===== src/rtl/power_est_pkg.sv =====
// Shared definitions for the power-estimation current path.
// Holds the setpoint-entry FSM state encoding, the fixed-point format
// constants of the signed current word and a helper that folds three
// decimal fraction digits into one binary value.
package power_est_pkg;

    localparam int CUR_W      = 27;    // signed Q5.22 current word
    localparam int FRAC_W     = 22;    // fraction bits of the current word
    localparam int DEC_SCALE  = 1000;  // three decimal fraction digits
    localparam int ROUND_BIAS = 500;   // half of DEC_SCALE, rounds to nearest

    typedef logic signed [CUR_W-1:0] current_t;

    typedef enum logic [2:0] {
        S_INT,
        S_D1,
        S_D2,
        S_D3,
        S_CONV,
        S_DONE
    } entry_state_t;

    // d1*100 + d2*10 + d3, range 0..999 for valid digits
    function automatic logic [9:0] dec_frac(input logic [3:0] d1,
                                            input logic [3:0] d2,
                                            input logic [3:0] d3);
        return ({6'b0, d1} * 10'd100) + ({6'b0, d2} * 10'd10) + {6'b0, d3};
    endfunction

endpackage


===== src/rtl/key_edge.sv =====
// Push-button conditioning: 2-flop synchronizer followed by a falling-edge
// detector. No debounce; the button is assumed clean.
// Ports:
//   clk, rst_n : clock, asynchronous active-low reset
//   key_n      : raw active-low button
//   press      : registered one-cycle pulse, 3 cycles after the raw fall
module key_edge (
    input  logic clk,
    input  logic rst_n,
    input  logic key_n,
    output logic press
);

    // sh[1:0] is the synchronizer, sh[2] the previous synchronized level
    logic [2:0] sh;

    always_ff @(posedge clk or negedge rst_n) begin
        if (!rst_n) begin
            sh    <= '1;
            press <= 1'b0;
        end else begin
            sh    <= {sh[1:0], key_n};
            press <= sh[2] & ~sh[1];
        end
    end

endmodule


===== src/rtl/udiv_restoring.sv =====
// Sequential restoring divider, one quotient bit per cycle.
// The first quotient bit is resolved on the start edge itself, so a
// 32-bit dividend finishes 31 cycles after start and done pulses for one
// cycle with the quotient already stable.
// Ports:
//   clk, rst_n : clock, asynchronous active-low reset
//   start      : load dividend/divisor and begin
//   abort      : stop any division in progress, no done pulse
//   dividend   : 32-bit unsigned numerator
//   divisor    : 10-bit unsigned divisor (nonzero)
//   quotient   : low Q_W bits of the quotient (caller guarantees it fits)
//   done       : one-cycle pulse when quotient is final
module udiv_restoring #(
    parameter int Q_W = 22
) (
    input  logic           clk,
    input  logic           rst_n,
    input  logic           start,
    input  logic           abort,
    input  logic [31:0]    dividend,
    input  logic [9:0]     divisor,
    output logic [Q_W-1:0] quotient,
    output logic           done
);

    logic [31:0] dvd;
    logic [9:0]  rem;
    logic [4:0]  cnt;
    logic        run;

    logic [10:0] trial;
    logic [9:0]  rem_nxt;
    logic        q_bit;

    // remainder is always < divisor < 1024, so the restored value fits 10 bits
    always_comb begin
        trial   = start ? {10'b0, dividend[31]} : {rem, dvd[31]};
        q_bit   = 1'b0;
        rem_nxt = trial[9:0];
        if (trial >= {1'b0, divisor}) begin
            q_bit   = 1'b1;
            rem_nxt = 10'(trial - {1'b0, divisor});
        end
    end

    always_ff @(posedge clk or negedge rst_n) begin
        if (!rst_n) begin
            dvd      <= '0;
            rem      <= '0;
            cnt      <= '0;
            run      <= 1'b0;
            done     <= 1'b0;
            quotient <= '0;
        end else if (abort) begin
            run  <= 1'b0;
            done <= 1'b0;
        end else if (start) begin
            dvd      <= {dividend[30:0], 1'b0};
            rem      <= rem_nxt;
            quotient <= {{(Q_W-1){1'b0}}, q_bit};
            cnt      <= 5'd31;
            run      <= 1'b1;
            done     <= 1'b0;
        end else if (run) begin
            dvd      <= {dvd[30:0], 1'b0};
            rem      <= rem_nxt;
            quotient <= {quotient[Q_W-2:0], q_bit};
            cnt      <= cnt - 5'd1;
            if (cnt == 5'd1) begin
                run  <= 1'b0;
                done <= 1'b1;
            end
        end else begin
            done <= 1'b0;
        end
    end

endmodule


===== src/rtl/current_setpoint_entry.sv =====
// Decimal keypad entry of the signed Q5.22 current setpoint.
// Digits are committed in order integer, tenths, hundredths, thousandths;
// the three fraction digits are converted to binary by a restoring divider
// ((frac << FRAC_W) + 500) / 1000 and the signed result is published with
// a one-cycle valid strobe.
// Ports:
//   clk, rst_n     : clock, asynchronous active-low reset
//   key_next_n     : raw active-low "commit digit" button
//   key_clear_n    : raw active-low "clear entry" button
//   sw_digit       : digit value on the switches
//   sw_sign        : 1 = negative, sampled on the final digit commit
//   current        : signed Q5.22 setpoint
//   current_valid  : one-cycle pulse when current updates
//   busy           : conversion in progress
//   digit_idx      : next digit expected (0 integer, 1..3 fraction)
//   err            : last commit rejected
module current_setpoint_entry #(
    parameter int FRAC_W  = 22,
    parameter int INT_MAX = 2
) (
    input  logic        clk,
    input  logic        rst_n,
    input  logic        key_next_n,
    input  logic        key_clear_n,
    input  logic [3:0]  sw_digit,
    input  logic        sw_sign,
    output logic [26:0] current,
    output logic        current_valid,
    output logic        busy,
    output logic [2:0]  digit_idx,
    output logic        err
);

    import power_est_pkg::*;

    entry_state_t      state;
    logic [3:0]        int_d;
    logic [3:0]        d1;
    logic [3:0]        d2;
    logic              sign_r;

    logic              next_p;
    logic              clr_p;
    logic              dig_ok;
    logic              div_start;
    logic              div_done;
    logic [FRAC_W-1:0] quot;
    logic [31:0]       numer;
    current_t          mag;
    current_t          result;

    key_edge u_key_next (
        .clk   (clk),
        .rst_n (rst_n),
        .key_n (key_next_n),
        .press (next_p)
    );

    key_edge u_key_clear (
        .clk   (clk),
        .rst_n (rst_n),
        .key_n (key_clear_n),
        .press (clr_p)
    );

    always_comb begin
        dig_ok = 1'b0;
        if (state == S_INT) dig_ok = (int'(sw_digit) <= INT_MAX);
        else                dig_ok = (sw_digit <= 4'd9);
    end

    // the thousandths digit feeds the divider straight from the switches
    assign div_start = (state == S_D3) && next_p && !clr_p && dig_ok;
    assign numer     = (32'(dec_frac(d1, d2, sw_digit)) << FRAC_W) + 32'(ROUND_BIAS);

    udiv_restoring #(
        .Q_W (FRAC_W)
    ) u_div (
        .clk      (clk),
        .rst_n    (rst_n),
        .start    (div_start),
        .abort    (clr_p),
        .dividend (numer),
        .divisor  (10'(DEC_SCALE)),
        .quotient (quot),
        .done     (div_done)
    );

    assign mag    = (current_t'(int_d) << FRAC_W) | current_t'(quot);
    assign result = sign_r ? -mag : mag;

    always_ff @(posedge clk or negedge rst_n) begin
        if (!rst_n) begin
            state         <= S_INT;
            int_d         <= '0;
            d1            <= '0;
            d2            <= '0;
            sign_r        <= 1'b0;
            current       <= '0;
            current_valid <= 1'b0;
            busy          <= 1'b0;
            digit_idx     <= '0;
            err           <= 1'b0;
        end else begin
            current_valid <= 1'b0;
            if (clr_p) begin
                state     <= S_INT;
                int_d     <= '0;
                d1        <= '0;
                d2        <= '0;
                sign_r    <= 1'b0;
                busy      <= 1'b0;
                digit_idx <= '0;
                err       <= 1'b0;
            end else begin
                case (state)
                    S_INT: if (next_p) begin
                        if (!dig_ok) begin
                            err <= 1'b1;
                        end else begin
                            err       <= 1'b0;
                            int_d     <= sw_digit;
                            state     <= S_D1;
                            digit_idx <= 3'd1;
                        end
                    end
                    S_D1: if (next_p) begin
                        if (!dig_ok) begin
                            err <= 1'b1;
                        end else begin
                            err       <= 1'b0;
                            d1        <= sw_digit;
                            state     <= S_D2;
                            digit_idx <= 3'd2;
                        end
                    end
                    S_D2: if (next_p) begin
                        if (!dig_ok) begin
                            err <= 1'b1;
                        end else begin
                            err       <= 1'b0;
                            d2        <= sw_digit;
                            state     <= S_D3;
                            digit_idx <= 3'd3;
                        end
                    end
                    S_D3: if (next_p) begin
                        if (!dig_ok) begin
                            err <= 1'b1;
                        end else begin
                            err    <= 1'b0;
                            sign_r <= sw_sign;
                            state  <= S_CONV;
                            busy   <= 1'b1;
                        end
                    end
                    // The result is registered on the divider's done edge so
                    // it is already visible while the FSM sits in S_DONE;
                    // S_DONE only returns to S_INT.
                    S_CONV: if (div_done) begin
                        current       <= result;
                        current_valid <= 1'b1;
                        busy          <= 1'b0;
                        digit_idx     <= '0;
                        state         <= S_DONE;
                    end
                    S_DONE: state <= S_INT;
                    default: begin
                        state     <= S_INT;
                        busy      <= 1'b0;
                        digit_idx <= '0;
                    end
                endcase
            end
        end
    end

endmodule


===== config.mk =====
export PLATFORM = sky130hd
export DESIGN_NAME = current_setpoint_entry
export DESIGN_NICKNAME = d
export VERILOG_FILES = /design/src/rtl/power_est_pkg.sv /design/src/rtl/key_edge.sv /design/src/rtl/udiv_restoring.sv /design/src/rtl/current_setpoint_entry.sv
export SDC_FILE = /design/constraint.sdc
export NUM_CORES = 1
export LEC_CHECK = 0
export CORE_ASPECT_RATIO = 1.2
export CORE_MARGIN = 2
export CORE_UTILIZATION = 25
export CTS_BUF_LIST = sky130_fd_sc_hd__clkbuf_2 sky130_fd_sc_hd__clkbuf_4 sky130_fd_sc_hd__clkbuf_8
export CTS_CLUSTER_SIZE = 14
export DETAILED_ROUTE_END_ITERATION = 6
export GPL_ROUTABILITY_DRIVEN = 0
export SLEW_MARGIN = 15
export SYNTH_ARGS = -nofsm -noshare
export SYNTH_HDL_FRONTEND = slang
export SYNTH_SLANG_ARGS = --single-unit

===== constraint.sdc =====
create_clock -name clk -period 3.6 [get_ports clk]
set_clock_uncertainty 0.2 [all_clocks]
set_input_delay 0.36 -clock clk [delete_from_list [all_inputs] [get_ports clk]]
set_output_delay 0.36 -clock clk [all_outputs]
set_load 0.03 [all_outputs]

After elaboration in Yosys (flattened, before gate mapping):

Cells that the tools add are included.

* flip-flop bits (word level): 128
* input port bits: 9
* output and inout port bits: 33
* logic and storage cells: 140

* $add $sub $neg: 6
* multiply operators: 2
* magnitude comparators: 3
* equal/unequal tests: 18
* multiplexer cells: 59
* bitwise gates (word level): 6
* reductions and logical operators: 26

Operators by type and width (number)
* $mux 32: 2
* $mux 22: 2
* $mux 3: 12
* $add 32x9->32 const B: 1
* $mux 4: 8
* $mux 10: 3
* $pmux 3 s5: 2
* $mux 27: 1
* $neg 26->27: 1
* $or 26x22->26: 1
* $mux 1: 25
* $reduce_bool 2->1: 8
* $ne 3x1->1 const B: 5
* $reduce_and 3->1: 5
* $ne 3x2->1 const B: 4
* $ge 11x10->1 const B: 1
* $mux 11: 1
* $add 10x4->10: 1
* $add 10x8->10: 1
* $mux 5: 2
* $sub 10x10->10 const B: 1
* $reduce_and 9->1: 1
* $mul 4x5->8 const B: 1
* $reduce_and 8->1: 1
* 20 further kinds: 30

Logic depth before layout (Yosys ltp):

Gate-level depths: netlist of the first run.

* depth in word-level cells: 9
* depth in mapped cells: 12
* gate-level depth less buffers: 12

Cells and area by module:

A second synthesis of the first run with hierarchy kept.

* cells, all modules: 725
* area total of the unflattened synthesis: 7054.3 um^2

By module, submodules not included
* udiv_restoring: instances 1, cells each 380, area an instance 3701.0 um^2, seq. area each 1751.7 um^2
* current_setpoint_entry: instances 1, cells each 335, area an instance 3118.0 um^2, seq. area each 1201.2 um^2
* key_edge: instances 2, cells each 5, area an instance 117.6 um^2, seq. area each 103.8 um^2

Worst setup path after synthesis of the first run:

No wires, ideal clock.

* path kind: reg2reg
* from: register d2[1]
* to: register u_div.dvd[31]
* library setup time: 130 ps
* arrival time: 2600 ps
* data required time: 3270 ps
* setup slack: 671 ps
* stages on the path, launching flop included: 12
* buffers on the path: 0
* clock period less this slack: 2929 ps
* cell sequence: dfrtp_1 ha_1 ha_1 fa_1 xor2_1 ha_1 ha_1 o21ai_0 a21oi_1 o21ai_0 nor4b_1 nor3_1

* word-level cells in the longest chain between the ends: 5

Ends and longest elaborated chain
* start, declared: line current_setpoint_entry.sv:39 `logic [3:0] d2;`
* start signal, assigned: line current_setpoint_entry.sv:142 `d2 <= sw_digit;`
* $mul 4x3->7: line power_est_pkg.sv:27 `return ({6'b0, d1} * 10'd100) + ({6'b0, d2} * 10'd10) + {6'b0, d3};`
* $add 10x8->10: line power_est_pkg.sv:27
* $add 10x4->10: line power_est_pkg.sv:27
* $add 32x9->32: line current_setpoint_entry.sv:74 `assign numer = (32'(dec_frac(d1, d2, sw_digit)) << FRAC_W) + 32'(ROUND_BIAS);`
* $mux 32: line udiv_restoring.sv:57 `end else if (start) begin`
* end signal, assigned: line udiv_restoring.sv:58 `dvd <= {dividend[30:0], 1'b0};`
* end signal, assigned: line udiv_restoring.sv:65 `dvd <= {dvd[30:0], 1'b0};`
* end, declared: line udiv_restoring.sv:26 `logic [31:0] dvd;`

No other way between the ends.
A chain may end at the register's enable or synchronous reset.

Worst setup path after layout of the first run:

Ends and elaborated chain as after synthesis.

==> out/results.txt, run 1 <==
status - finished clean
H-Tree Depth - 4
Post-synth EDFFs - 0
crit path to - u_div.dvd[31]
Worst R2R Path Depth - 11
Fmax achieved - 0.315 GHz
critical-path cell list - ha_1 -> ha_1 -> fa_1 -> xor2_1 -> ha_1 -> ha_1 -> o21ai_0 -> a21oi_1 -> o21ai_0 -> nor4b_1 -> nor3_1
Site Rows - 64
vias - 4954
Area Growth Syn to Fin - 18.9%
Critical Path RT - 3700 ps
gr usage total - 10.8%
Slowest cell on crit path - dfrtp_1
Max Cap Viol - 0
TritonRoute pass-1 iters - 4
diode count - 0
Mean Syn Cell Area - 9.33 µm²
Leak - 3.28 nW
Die ar. - 0.0272 mm²
I/O pins - 42
Antenna Nets Post-Route - 0
Worst-Skew Late Latency - 430 ps
Min Clock Period, post-route - 3180 ps
unrepaired setup endpoints after global routing - no
Crit path arrival time - 3270 ps
ys flop type - dfrtp_1
# setup viols final - 0
Die Y - 180 µm
vias in the first global route - 4992
DPL Wire Length - 9370 µm
period utilisation layout - 88.2%
initial core utilization - 25.5%
DR vias/cell - 4.64
Setup Buffers After CTS - 0
Synth Warn # - 0
critical path class - flop to flop
final hold vios - 0
initial DRC count - 308
Die Wd - 151 µm
DRC Markers - 0
Routed wire per std cell - 12.7 µm
critical-path maximum fanout - 4
CORE AREA - 0.0255 mm²
crit path launch type - flop
Clock Pin Slew Worst Setup and Hold Paths - 80 ps
CTS tree - done
Final Max Tran Viols - 0
# port buffers - 40
final wirelength - 13600 µm
worst r2r src - d2[1]
CTS max path bufs - 2
clk sinks - 124
Root Buffer - clkbuf_8
share of layout cells above drive strength 1 - 10.3%
FF-to-FF End - u_div.dvd[31]
critical path launch point - d2[1]
max incr delay on CP - 410 ps
syn nets - 736
nets - 766
ys async rst share - 100%
Slew HR - 33.9%
Least-Margin Pin Slew - 991 ps
Cell Pwr Density - 748 mW/mm²
cell mode on critical path - ha_1
Yosys cell types - 55
flop2flop setup slack - 420 ps
Synth Cell Area - 0.00648 mm²
initial antenna violation count - 0
largest net degree at the start of global routing - 71
global-route wire length before repair - 24000 µm
peak supply drop - 0.259 mV
Inserted Clock Buffers - 17
instance count of the mapped netlist - 695
Seq cells post-synth - 124
nature of the critical path endpoint - flop
Min-Delay Path Class - input pin to flop
Seq/Total Area, Yosys - 48.0%
Util after Layout - 30.3%
setup_tns - 0 ps
remaining global-route overflow - 0
[how the worst min path moves through the flow]
stage          cells past startpoint               from                 to  slack (ps)
2_1_floorplan                      0              rst_n               busy        -140
3_5_place_dp                       0  u_key_clear.sh[0]  u_key_clear.sh[1]         150
3_3_place_gp                       0   u_key_next.sh[0]   u_key_next.sh[1]         150
5_1_grt                            1        key_clear_n  u_key_clear.sh[0]         110
6_report                           1        key_clear_n  u_key_clear.sh[0]         140
4_1_cts                            1        key_clear_n  u_key_clear.sh[0]         120
[worst max-delay path: cells and delay by family, from the launching register on]
family	cells	cell delay [ps]
xor gates and xnor gates	1	160
DFF	1	410
AOI/OAI and AO/OA	3	360
adders and majority gates	5	1510
and+or+nand+nor	2	390
[cells by family after synthesis]
| family | after synthesis | synth area share (%) |
|---|---|---|
| xor+xnor | 37 | 5.00 |
| other cells | 1 | 0.0578 |
| simple gates | 255 | 17.8 |
| flops | 124 | 48.0 |
| fa+ha+maj | 32 | 6.75 |
| compound gates | 162 | 15.4 |
| buf+inv | 66 | 4.03 |
| mux | 18 | 2.99 |
[report_power, final]
group | switching, W | internal [W]
combinational | 0.00122 | 0.000923
clock | 0.000582 | 0.000868
sequential | 0.000412 | 0.00176
[synth_stat cells, types with 3 or more instances]
master / count / area share (%)
nand4_1: 3 / 0.29
dfstp_2: 6 / 2.4
o41ai_2: 6 / 1.5
clkbuf_1: 33 / 1.9
or3_1: 5 / 0.48
dfrtp_1: 118 / 46
nor2_1: 24 / 1.4
a21oi_1: 60 / 4.6
nor4_1: 5 / 0.48
o21ai_0: 40 / 3.1
and2_1: 4 / 0.39
a31oi_1: 10 / 0.96
nand4b_1: 3 / 0.41
and3_1: 5 / 0.48
nor3_1: 7 / 0.54
xnor2_1: 10 / 1.4
nor4b_1: 3 / 0.41
a211oi_1: 5 / 0.58
ha_1: 27 / 5.2
o41ai_1: 5 / 0.68
mux2_2: 11 / 1.9
nor2b_1: 12 / 1.2
fa_1: 5 / 1.5
o21ai_1: 11 / 0.85
xor2_1: 27 / 3.6
nand2_1: 157 / 9.1
mux2i_1: 7 / 1.1
nand2b_1: 6 / 0.58
buf_1: 6 / 0.35
o211ai_1: 3 / 0.35
nand3_1: 11 / 0.85
inv_1: 23 / 1.3
o31ai_1: 7 / 0.81
[layout make-up]
type | count | area (µm²)
fillers | 2647 | 17800
multi-input cells | 505 | 3120
flip-flops and latches | 124 | 3110
repair buffers | 54 | 505
well taps | 330 | 413
clock buffers | 19 | 262
clock inverters | 13 | 214
inverters | 23 | 86.3
[placed cells by master, fill, tap and decap left out, types with 4 or more instances in the layout]
| cell | Yosys | routed |
|---|---|---|
| nor3_1 | 7 | 7 |
| dfrtp_1 | 118 | 118 |
| nor4_1 | 5 | 5 |
| bufinv_16 | 0 | 5 |
| or3_1 | 5 | 5 |
| and2_1 | 4 | 4 |
| clkinv_4 | 0 | 4 |
| a211oi_1 | 5 | 5 |
| clkdlybuf4s50_1 | 0 | 39 |
| nand2b_1 | 6 | 5 |
| dfstp_2 | 6 | 6 |
| and3_1 | 5 | 5 |
| nor2_1 | 24 | 24 |
| o41ai_2 | 6 | 6 |
| clkbuf_8 | 0 | 19 |
| a21oi_1 | 60 | 60 |
| o31ai_1 | 7 | 7 |
| o41ai_1 | 5 | 5 |
| o21ai_0 | 40 | 40 |
| a31oi_1 | 10 | 10 |
| ha_1 | 27 | 27 |
| fa_1 | 5 | 5 |
| mux2_2 | 11 | 11 |
| nand3_1 | 11 | 11 |
| o21ai_1 | 11 | 11 |
| nand2_1 | 157 | 157 |
| inv_1 | 23 | 23 |
| buf_4 | 1 | 14 |
| xor2_1 | 27 | 27 |
| mux2i_1 | 7 | 7 |
| xnor2_1 | 10 | 10 |
| nor2b_1 | 12 | 11 |
[per-layer routing]
layer,track usage [%],vias up,wire (µm),part of all wire [%]
li1,-,2443,-,-
met1,13.0,2405,6020,44
met2,18.8,88,6920,51
met3,1.97,18,413,3.0
met4,4.11,0,249,1.8
met5,0,-,0,0
[sequential cells by signal, summed over array words and instances, names as in the netlist]
name / count
u_div.run: 1
u_div.done: 1
int_d: 4
u_div.cnt: 5
busy: 1
u_key_clear.press: 1
u_key_next.sh: 3
d2: 4
current: 27
u_div.quotient: 22
u_key_clear.sh: 3
u_div.rem: 10
u_key_next.press: 1
sign_r: 1
digit_idx: 2
current_valid: 1
err: 1
d1: 4
u_div.dvd: 29
state: 3
[metrics by stage]
stage / power, W / hold slack (ps) / setup WS, ps / cells / area (µm²)
after floorplan: 0.00385 / -136 / 671 / 695 / 6480
after global placement: 0.00432 / 146 / 413 / 1035 / 7230
after detailed placement: 0.00436 / 151 / 389 / 1035 / 7230
after CTS: 0.00584 / 121 / 410 / 1068 / 7710
after global routing: 0.00630 / 106 / 263 / 1068 / 7710
final: 0.00577 / 144 / 425 / 1068 / 7710
[what timing repair did]
action	CTS	global route
resized for setup	0	0
hold endpoints to repair	61	0
hold buffers	1	0
Power figures use the tool's default switching activity.
==> run 2: changes to the inputs <==
Settings changed: DONT_BUFFER_PORTS from default to 1, TNS_END_PERCENT from default to 30.
==> run 2 against run 1 <==
Against the previous run: worst hold slack lost 64 ps; register-to-register slack hardly changed; sequential share of layout area is 2.3 points higher; critical path depth unchanged; critical path type unchanged; critical endpoint unchanged; largest power group unchanged; highest routed layer unchanged.
==> out/results.txt, run 2 (synthesis results as in run 1) <==
status - finished clean
crit path launch type - flop
Inserted Clock Buffers - 17 (unchanged)
I/O pins - 42 (unchanged)
TritonRoute pass-1 iters - 5 (+1)
gr usage total - 10.8% (+0.021 points)
Area Growth Syn to Fin - 12.6%
DRC Markers - 0 (unchanged)
most common cell after layout, fill and taps aside - nand2_1
Critical Path RT - 3740 ps (+40 ps)
# setup viols final - 0 (unchanged)
Die Wd - 151 µm (unchanged)
peak supply drop - 0.255 mV (-1.4%)
initial core utilization - 25.5% (unchanged)
WHS Endpoint - state[0]
final hold vios - 0 (unchanged)
critical path class - flop to flop
vias - 4818 (-2.7%)
FF-to-FF End - u_div.dvd[31]
vias in the first global route - 4880 (-2.2%)
Die Y - 180 µm (unchanged)
Slew HR - 37.2% (+3.3 points)
Util after Layout - 28.7% (-1.6 points)
Fmax achieved - 0.316 GHz (+0.47%)
sequential standard cell area - 0.00311 mm² (unchanged)
flop2flop setup slack - 440 ps (about the same)
commonest non-fill, non-tap cells in the layout - 157 x nand2_1, 118 x dfrtp_1, 60 x a21oi_1, 40 x o21ai_0
largest register by flop count - u_div.dvd
Crit path arrival time - 3300 ps (+30 ps)
diode count - 0 (unchanged)
worst r2r src - d2[1]
nature of the critical path endpoint - flop
largest net degree at the start of global routing - 125 (+76%)
multi-input logic area - 0.00312 mm² (unchanged)
# port buffers - 0 (-100%)
Min-Delay Path Class - input pin to flop
Setup Buffers After CTS - 0 (unchanged)
unrepaired setup endpoints after global routing - no
Worst-Skew Late Latency - 460 ps (+30 ps)
period utilisation layout - 87.8% (-0.41 points)
nets - 729 (-4.8%)
Fillers - 2701 (+2.0%)
post-route insts no fill - 1031 (-3.5%)
setup_tns - 0 ps (unchanged)
Least-Margin Pin Slew - 941 ps (-50.0 ps)
H-Tree Depth - 4 (unchanged)
cell area after layout - 0.00730 mm² (-5.4%)
Cells after DPL - 990 (-4.3%)
initial antenna violation count - 0 (unchanged)
Regs by FF count - u_div.dvd: 29 flops, current: 27 flops, u_div.quotient: 22 flops
post-cts sizing count - 0 (unchanged)
critical-path maximum fanout - 4 (unchanged)
Final Max Tran Viols - 0 (unchanged)
Worst R2R Path Depth - 11 (unchanged)
CTS max path bufs - 2 (unchanged)
Die ar. - 0.0272 mm² (unchanged)
initial DRC count - 178 (-42%)
remaining global-route overflow - 0 (unchanged)
WHS Path Cells - 3 (+2)
DR vias/cell - 4.67 (+0.74%)
clk sinks - 124 (unchanged)
share of layout cells above drive strength 1 - 10.1% (-0.17 points)
hold slack - 79.5 ps (-64.4 ps)
hold path start - sw_digit[2]
Antenna Nets Post-Route - 0 (unchanged)
global-route wire length before repair - 23800 µm (-1.1%)
Root Buffer - clkbuf_8
Min Clock Period, post-route - 3160 ps (-14.8 ps)
Max Cap Viol - 0 (unchanged)
Routed wire per std cell - 13.1 µm (+3.0%)
final wirelength - 13500 µm (-0.53%)
Leak - 3.12 nW (-4.9%)
CTS tree - done
Clock Pin Slew Worst Setup and Hold Paths - 80 ps (about the same)
max FFs per register - 29 (unchanged)
Site Rows - 64 (unchanged)
DPL Wire Length - 8950 µm (-4.5%)
CORE AREA - 0.0255 mm² (unchanged)
Cell Pwr Density - 757 mW/mm² (+1.2%)
area of placed instances - 0.00679 mm² (-6.0%)
-- run 2: cell count changes in the layout (fill, tap and decap cells not counted), sizes merged --
cell	before	now
buf	14	9
dlygate4sd3	1	8
bufinv	5	2
clkbuf	19	17
clkdlybuf4s50	39	0
inv	24	28
clkinv	6	7
-- run 2: layout make-up --
cell class,count,area share [%]
multi-input combinational,505,42.8
sequential,124,42.6
tap,330,5.66
clock buffer,17,3.21
timing repair buffer,17,2.30
clock inverter,15,2.26
inverter,23,1.18
-- run 2: critical path, cell delays in order, from the launching register on --
cell and delay (ps):
dfrtp_1 420, ha_1 300, ha_1 230, fa_1 400, xor2_1 170, ha_1 290, ha_1 340, o21ai_0 90
a21oi_1 70, o21ai_0 190, nor4b_1 260, nor3_1 80
-- run 2: power breakdown --
group	internal (W)	switching (W)
clock	0.000627	0.000631
sequential	0.00176	0.000437
combinational	0.000895	0.00117
-- run 2: metrics by stage --
| stage | setup slack, ps | total power (W) |
|---|---|---|
| 2_1_floorplan | 671 | 0.00385 |
| 3_3_place_gp | 542 | 0.00424 |
| 3_5_place_dp | 451 | 0.00428 |
| 4_1_cts | 435 | 0.00560 |
| 5_1_grt | 146 | 0.00604 |
| 6_report | 439 | 0.00552 |
-- run 2: worst max path at each step --
stage	startpoint	endpoint	slack (ps)
floorplan	d2[1]	u_div.dvd[31]	670
global placement	d2[1]	u_div.dvd[31]	540
detailed placement	d2[1]	u_div.dvd[31]	450
CTS	d2[1]	u_div.dvd[31]	430
global route	d2[1]	u_div.dvd[31]	150
finish	d2[1]	u_div.dvd[31]	440
-- run 2: repair_timing --
item,CTS,global route
hold buffers,9,0
endpoints found under the hold margin,130,0
setup endpoints to repair,0,0
-- run 2: routing by layer --
layer | GRT usage [%] | up-vias | share of wire (%)
met1 | 13.0 | 2338 | 45
met2 | 18.0 | 77 | 50
met5 | 0 | - | 0
li1 | - | 2381 | -
met3 | 2.89 | 22 | 3.5
met4 | 4.64 | 0 | 2.1
==> run 3: changes to the inputs <==
Settings changed: SETUP_SLACK_MARGIN from default to 0.2.
==> run 3 against run 2 <==
Against the previous run: design area barely moved; core utilization barely moved; clock power barely moved; critical path type unchanged; sequential share of layout area barely moved; count of clock-buffer cells in the layout did not move; critical path depth did not move; maximum frequency rose by 1.1%; cell count did not move; non-clock buffer count did not move; first-iteration DRC count rose by 9.6%; sequential power barely moved; largest cell class unchanged; worst hold slack barely moved.
==> out/results.txt, run 3 (synthesis results as in run 1) <==
initial DRC count - 195 (+9.6%)
final wirelength - 13600 µm (+0.18%)
Clock power frac - 22.8% (about the same)
CORE AREA - 0.0255 mm² (unchanged)
CTS max path bufs - 2 (unchanged)
DR vias/cell - 4.68 (+0.23%)
Die Wd - 151 µm (unchanged)
setup_tns - 0 ps (unchanged)
Min-Delay Path Class - input pin to flop
cell mode on critical path - ha_1
WHS Path Cells - 3 (unchanged)
H-Tree Depth - 4 (unchanged)
Overall Power - 0.00553 W (+0.13%)
Antenna Nets Post-Route - 0 (unchanged)
DPL Wire Length - 8950 µm (unchanged)
initial antenna violation count - 0 (unchanged)
diode count - 0 (unchanged)
peak supply drop - 0.256 mV (+0.43%)
Max Cap Viol - 0 (unchanged)
Cell Pwr Density - 757 mW/mm² (about the same)
area of placed instances - 0.00679 mm² (unchanged)
max incr delay on CP - 420 ps (about the same)
Site Rows - 64 (unchanged)
nets - 729 (unchanged)
initial core utilization - 25.5% (unchanged)
Regs by FF count - u_div.dvd: 29 flops, current: 27 flops, u_div.quotient: 22 flops
share of layout cells above drive strength 1 - 10.3% (+0.14 points)
Int Pwr - 0.00329 W (about the same)
Comb power frac - 37.4% (about the same)
Seq pwr share - 39.8% (about the same)
Slowest cell on crit path - dfrtp_1
flop2flop setup slack - 470 ps (+30 ps)
DRC Markers - 0 (unchanged)
CP delay by family, top - adder cells
# port buffers - 0 (unchanged)
Clock Pin Slew Worst Setup and Hold Paths - 80 ps (about the same)
Inserted Clock Buffers - 17 (unchanged)
TritonRoute pass-1 iters - 5 (unchanged)
vias - 4829 (+0.23%)
global-route wire length before repair - 23800 µm (unchanged)
CP bufs+invs - 0 (unchanged)
crit path launch type - flop
CTS tree - done
I/O pins - 42 (unchanged)
Root Buffer - clkbuf_8
Die Y - 180 µm (unchanged)
largest register by flop count - u_div.dvd
Fillers - 2700 (-0.037%)
Switching Share - 40.6% (about the same)
Final Max Tran Viols - 0 (unchanged)
Crit path arrival time - 3300 ps (about the same)
critical-path maximum fanout - 4 (unchanged)
Routed wire per std cell - 13.2 µm (+0.18%)
Slew HR - 37.1% (-0.16 points)
largest net degree at the start of global routing - 125 (unchanged)
# setup viols final - 0 (unchanged)
Die ar. - 0.0272 mm² (unchanged)
Switching Power - 0.00224 W (+0.22%)
unrepaired setup endpoints after global routing - no
Min Clock Period, post-route - 3130 ps (-33.1 ps)
Worst-Skew Late Latency - 460 ps (about the same)
commonest non-fill, non-tap cells in the layout - 157 x nand2_1, 118 x dfrtp_1, 60 x a21oi_1, 40 x o21ai_0
Util after Layout - 28.7% (about the same)
Area Growth Syn to Fin - 12.7% (about the same)
Worst R2R Path Depth - 11 (unchanged)
period utilisation layout - 86.9% (-0.92 points)
cell area after layout - 0.00731 mm² (about the same)
critical-path cell list - ha_1 -> ha_1 -> fa_1 -> xor2_1 -> ha_1 -> ha_1 -> o21ai_0 -> a21oi_1 -> o21ai_0 -> nor4b_2 -> nor3_1
Leak - 3.13 nW (about the same)
hold slack - 79.3 ps (-0.131 ps)
clk sinks - 124 (unchanged)
nature of the critical path endpoint - flop
final hold vios - 0 (unchanged)
gr usage total - 10.8% (unchanged)
vias in the first global route - 4880 (unchanged)
most common cell after layout, fill and taps aside - nand2_1
remaining global-route overflow - 0 (unchanged)
critical path depth in cells - 11 (unchanged)
max FFs per register - 29 (unchanged)
critical path class - flop to flop
status - finished clean
Fmax achieved - 0.320 GHz (+1.1%)
Critical Path RT - 3780 ps (+40 ps)
Least-Margin Pin Slew - 944 ps (+2.47 ps)
-- run 3: cell types whose count changed in the layout (fill, tap and decap cells not counted) --
cell | before | now
nor4b_2 | 0 | 1
nor4b_1 | 3 | 2
-- run 3: path summary, 6_finish.rpt --
| check | from | endpoint |
|---|---|---|
| hold reg to reg | u_key_next.sh[0] | u_key_next.sh[1] |
| hold / removal | sw_digit[2] | state[0] |
| min in group asynchronous | rst_n | d2[1] |
| max in group asynchronous | rst_n | u_div.done |
| setup / recovery | d2[1] | u_div.dvd[31] |
| setup reg to reg | d2[1] | u_div.dvd[31] |
-- run 3: final cells by class --
cell class	count	area [µm²]	share of cell area, %
Inverter	23	86.3	1.18
Clock inverter	15	165	2.26
Multi-Input combinational cell	505	3130	42.8
Tap cell	330	413	5.65
Sequential cell	124	3110	42.6
Timing Repair Buffer	17	168	2.29
Clock buffer	17	234	3.20
-- run 3: per-layer routing --
metal  routed length [µm]  track usage (%)
met1                 6090             13.0
met5                    0                0
met4                  290             4.64
met3                  459             2.89
met2                 6720             18.0
-- run 3: metrics by stage --
step           cells  worst slack [ps]
2_1_floorplan    695               671
3_3_place_gp     990               542
6_report        1031               472
3_5_place_dp     990               451
5_1_grt         1031               238
4_1_cts         1031               435
-- run 3: power by group through the flow --
stage	clock network (W)	logic [W]	registers, W
finish	0.00126	0.00207	0.00220
global route	0.00136	0.00241	0.00228
CTS	0.00130	0.00210	0.00220
detailed placement	0	0.00205	0.00223
global placement	0	0.00202	0.00222
floorplan	0	0.00178	0.00207
-- run 3: worst reg2reg max path: cells and delay by family, from the launching register on --
| kind | cells | cell delay [ps] |
|---|---|---|
| AND/OR/NAND/NOR | 2 | 340 |
| flip-flops | 1 | 420 |
| adder cells (fa/ha/maj) | 5 | 1550 |
| XOR/XNOR | 1 | 170 |
| AO/OA/AOI/OAI | 3 | 380 |
-- run 3: what timing repair did --
| item | in CTS | in global routing |
|---|---|---|
| gates resized for setup | 0 | 1 |
| hold buffers | 9 | 0 |
| buffers inserted | 0 | 0 |
| endpoints found under the setup margin | 0 | 1 |
| hold endpoints to repair | 130 | 0 |
==> RTL edit 1, RTL diff (settings of run 1) <==
`FRAC_W` is set to 22 in 2 places; all go to 11.
--- a/src/rtl/power_est_pkg.sv
+++ b/src/rtl/power_est_pkg.sv
@@ -5,7 +5,7 @@
 package power_est_pkg;
 
     localparam int CUR_W      = 27;    // signed Q5.22 current word
-    localparam int FRAC_W     = 22;    // fraction bits of the current word
+    localparam int FRAC_W     = 11;    // fraction bits of the current word
     localparam int DEC_SCALE  = 1000;  // three decimal fraction digits
     localparam int ROUND_BIAS = 500;   // half of DEC_SCALE, rounds to nearest
 
--- a/src/rtl/current_setpoint_entry.sv
+++ b/src/rtl/current_setpoint_entry.sv
@@ -15,7 +15,7 @@
 //   digit_idx      : next digit expected (0 integer, 1..3 fraction)
 //   err            : last commit rejected
 module current_setpoint_entry #(
-    parameter int FRAC_W  = 22,
+    parameter int FRAC_W  = 11,
     parameter int INT_MAX = 2
 ) (
     input  logic        clk,
Behaviour: no difference found for any inputs over 10 cycles, from zero or initial values and one cycle with rst_n low; that may be too few to reach the edited logic, so the function may still have changed.
==> RTL edit 1 against run 1 <==
  * Final area down 16%
  * Setup slack worse by 100 ps
  * Synthesized cell count down 17%
  * Sequential cell count down 13
  * Power down 24%
  * Via count down 19%
  * Wire length down 20%
  * Critical path depth down 1
  * Area after synthesis down 14%
  * Sequential power down 12%
  * Core utilization down 0.40 points
  * First-iteration DRC count down 30%
  * Largest cell class is now flip-flops and latches
  * Largest power group unchanged
==> RTL edit 1: results (changes against run 1) <==
status:
  status: "complete, no violations"
logic_synthesis:
  seq_area_frac_synth_pct: 50.0  # +2.0 points
  synthMuxAreaShare_pct: 2.40  # -0.59 points
  synth_top_area_share_pct: 47.1  # +1.6 points
  synth_xor_area_share_pct: 4.24  # -0.76 points
  synth-compound-area-share_pct: 15.1  # -0.27 points
  syn_nets: 620  # -16%
  ys_types: 50  # -9.1%
  synth-main-ff-cell: "dfrtp_1"
  synth.area.top_cells: "dfrtp_1, nand2_1, ha_1"
worst_setup_path:
  crit_path_top_delay_cell: "fa_1"
  arrival_ps: 3340  # +70 ps
  critPathMaxStageDelay_ps: 440  # +30 ps
min_path:
  min_path_type: "reg -> reg"
grt:
  grt_max_degree: 112  # +58%
  grt_pass1_vias: 3914  # -22%
clock_network:
  cts.reportedPaths.clkPinSlew_ps: 100  # +20 ps
  clk_latency_ps: 370  # -60 ps
  numCtsBuffers: 9  # -8
layout:
  reg_top3: "u_div.dvd: 29 flops, current: 25 flops, u_div.quotient: 11 flops"
  nNetsFinal: 650  # -15%
  drive_above_1_share_pct: 8.46  # -1.8 points
  fillers: 2282  # -14%
power:
  switchingPower_mw: 1.68  # -24%
  p_leak_nw: 2.93  # -11%
  ir_worst_vdd_mv: 0.190  # -27%
  pg_clk_mw: 0.775  # -47%
timing:
  worstMarginPinSlew_ps: 811  # -181 ps
drt:
  via_per_inst: 4.54  # -2.2%
  wl_um: 10900  # -20%
  drtIter0Drc: 216  # -30%
place:
  dp_hpwl_um: 7280  # -22%
## RTL edit 1: cell count changes after synthesis, sizes merged, moves of 3 or more
cell | before | now
dfrtp | 118 | 105
a21oi | 60 | 45
nand2 | 157 | 127
o21ai | 51 | 36
or3 | 5 | 1
xor2 | 27 | 17
a31oi | 10 | 13
o41ai | 11 | 2
inv | 23 | 16
mux2i | 7 | 1
buf | 10 | 5
a21o | 2 | 13
clkbuf | 33 | 28
## RTL edit 1: routing by layer
metal | global-route usage [%] | part of all wire, %
met2 | 15.7 | 47
met4 | 3.69 | 1.7
met5 | 0 | 0
met1 | 13.1 | 50
met3 | 0.715 | 1.5
## RTL edit 1: final timing paths
kind | from | to | slack, ps | cells past startpoint
max | d2[1] | u_div.dvd[20] | 320 | 10
min | u_key_next.sh[0] | u_key_next.sh[1] | 160 | 0
max reg2reg | d2[1] | u_div.dvd[20] | 320 | 10
min reg2reg | u_key_next.sh[0] | u_key_next.sh[1] | 160 | 0
max in group asynchronous | rst_n | d2[0] | 2320 | 3
min in group asynchronous | rst_n | u_div.rem[7] | 400 | 3
## RTL edit 1: what timing repair did
action,CTS,global route
resized for setup,0,0
hold buffers,1,0
endpoints found under the hold margin,105,0
setup endpoints to repair,0,0
## RTL edit 1: layout make-up
type,instances,share of cell area (%)
timing repair buffer,52,7.92
tap,274,5.27
inverter,16,0.923
sequential,111,42.8
multi-input combinational,420,40.0
clock inverter,6,1.02
clock buffer,10,2.11
## RTL edit 1: stage by stage
step           power, mW  hold WS (ps)  setup WS, ps  instances  utilization, %
6_report            4.40           161           320        889            29.9
3_5_place_dp        3.65           147           324        872            28.9
5_1_grt             4.80           166           105        889            29.9
4_1_cts             4.45           163           307        889            29.9
3_3_place_gp        3.62           146           357        872            28.9
2_1_floorplan       3.20          -136           454        580               -
==> RTL edit 2, RTL diff (config.mk and constraints of run 1) <==
Without the edit above. The 6 states of `entry_state_t` get a one-hot encoding in 6 bits.
--- a/src/rtl/power_est_pkg.sv
+++ b/src/rtl/power_est_pkg.sv
@@ -11,13 +11,13 @@
 
     typedef logic signed [CUR_W-1:0] current_t;
 
-    typedef enum logic [2:0] {
-        S_INT,
-        S_D1,
-        S_D2,
-        S_D3,
-        S_CONV,
-        S_DONE
+    typedef enum logic [5:0] {
+        S_INT  = 6'b000001,
+        S_D1   = 6'b000010,
+        S_D2   = 6'b000100,
+        S_D3   = 6'b001000,
+        S_CONV = 6'b010000,
+        S_DONE = 6'b100000
     } entry_state_t;
 
     // d1*100 + d2*10 + d3, range 0..999 for valid digits
Behaviour: same outputs for any inputs over 10 cycles, from zero or initial values and one cycle with rst_n low; not proved beyond that.
==> RTL edit 2 against run 1 <==
  * Wire length shrank 2.2%
  * Hold slack lost 16 ps
  * Sequential share of layout area is 1.0 points higher
  * Cell count is the same
  * Critical endpoint unchanged
  * Setup slack better by 64 ps
  * Core utilization shrank 0.21 points
  * Power fell by 14%
  * Area after synthesis rose by 0.71%
  * Combinational power shrank 29%
  * Sequential cell count rose by 3
  * Final area about the same
  * Via count shrank 0.50%
  * Critical path type unchanged
==> RTL edit 2: results (changes against run 1) <==
status:
  status: "complete, no violations"
drt:
  via_per_inst: 4.62  # -0.50%
  wl_per_cell_um: 12.5  # -2.2%
  wl_met1_um: 5840  # -3.1%
  drtIter0Drc: 271  # -12%
  met3_length_um: 508  # +23%
  drt_first_pass_iters: 4  # unchanged
  met2WireLength_um: 6630  # -4.1%
grt:
  grt_pass1_wl_um: 23400  # -2.5%
  grtUsageMet2_pct: 18.2  # -0.65 points
  grt_pass1_vias: 4960  # -0.64%
  grt_usage_pct: 10.5  # -0.23 points
  gr-usage-met3_pct: 2.60  # +0.63 points
  use_met1_pct: 12.3  # -0.70 points
  grt_max_degree: 56  # -21%
  antenna_found_initial: 0  # unchanged
place:
  placed_area_um2: 7270  # +0.62%
  io_buffers: 40  # unchanged
  dp_hpwl_um: 9190  # -2.0%
  placed_cells: 1036  # +0.097%
  place_ws_ps: 459  # +70.0 ps
min_path:
  min_path_type: "in -> reg"
clock_network:
  numCtsBuffers: 17  # unchanged
  cts.reportedPaths.clkPinSlew_ps: 70
  htree_num_levels: 4  # unchanged
  cts_resized: 0  # unchanged
worst_setup_path:
  timing.rr.start: "d2[3]"
  r2r_cells: 10  # -1
  crit_path_top_delay_cell: "fa_1"
  critPathMaxStageDelay_ps: 440  # +30 ps
  path_max_fanout: 4  # unchanged
  crit_family: "adder cells"
logic_synthesis:
  seq_area_frac_synth_pct: 48.8  # +0.83 points
  yosys_warnings: 0  # unchanged
  synth.area.top_cells: "dfrtp_1, nand2_1, ha_1"
  syn_avg_cell_area_um2: 9.32  # -0.15%
  synth-main-ff-cell: "dfrtp_1"
  ys_types: 57  # +3.6%
  async_flop_share_pct: 100  # unchanged
  syn_nets: 742  # +0.82%
  synthTopCellsByCount: "nand2_1, dfrtp_1, a21oi_1"
timing:
  worst_slack_ps: 489  # +64.1 ps
  holdWs_ps: 128  # -16.0 ps
  worstMarginPinSlew_ps: 874  # -117 ps
layout:
  drive_above_1_share_pct: 9.21  # -1.1 points
  nNetsFinal: 767  # +0.13%
  reg_top3: "u_div.dvd: 29 flops, current: 27 flops, u_div.quotient: 22 flops"
  fillers: 2653  # +0.23%
  num_antenna_cells: 0  # unchanged
  final_cells: 1068  # unchanged
power:
  ir_worst_vdd_mv: 0.253  # -2.2%
  p_leak_nw: 3.30  # +0.49%
## RTL edit 2: worst register-to-register path, cell delays in order, from the launching register on
cell and delay [ps]:
dfrtp_1 430, ha_1 310, ha_1 230, fa_1 440
ha_1 290, ha_1 340, o21ai_0 160, a21oi_1 80
o21a_1 190, o211a_1 200, nor3_1 160
## RTL edit 2: logic make-up (layout without fill, tap and decap cells)
group	count (synthesis)	in the layout	share of synthesized area, %
flip-flops	127	127	48.8
other	1	1	0.0574
adder cells (fa/ha/maj)	32	32	6.70
AND/OR/NAND/NOR	265	265	18.3
multiplexers	16	16	2.72
buffers and inverters	62	99	3.81
AO/OA/AOI/OAI	157	157	14.1
XOR/XNOR	41	41	5.50
## RTL edit 2: layout make-up
class                      instances  area [um^2]  share of cell area [%]
sequential                       127         3190                    41.3
multi-input combinational        512         3110                    40.4
timing repair buffer              51          508                    6.59
tap                              330          413                    5.36
clock buffer                      22          290                    3.77
clock inverter                     9          134                    1.74
inverter                          17         63.8                   0.828
## RTL edit 2: what timing repair did
action | 4_1_cts | 5_1_grt
setup buffers | 0 | 0
hold buffers | 1 | 0
endpoints found under the hold margin | 45 | 0
## RTL edit 2: how the worst min path moves through the flow
stage | startpoint | endpoint | depth (start not counted)
2_1_floorplan | rst_n | busy | 0
3_3_place_gp | u_key_clear.sh[0] | u_key_clear.sh[1] | 0
3_5_place_dp | u_key_next.sh[0] | u_key_next.sh[1] | 0
4_1_cts | key_clear_n | u_key_clear.sh[0] | 1
5_1_grt | key_clear_n | u_key_clear.sh[0] | 1
6_report | key_clear_n | u_key_clear.sh[0] | 1
## RTL edit 2: report_power, final
group | switching, mW | internal, mW
logic | 0.805 | 0.700
registers | 0.363 | 1.76
clock network | 0.555 | 0.752
total | 1.72 | 3.21
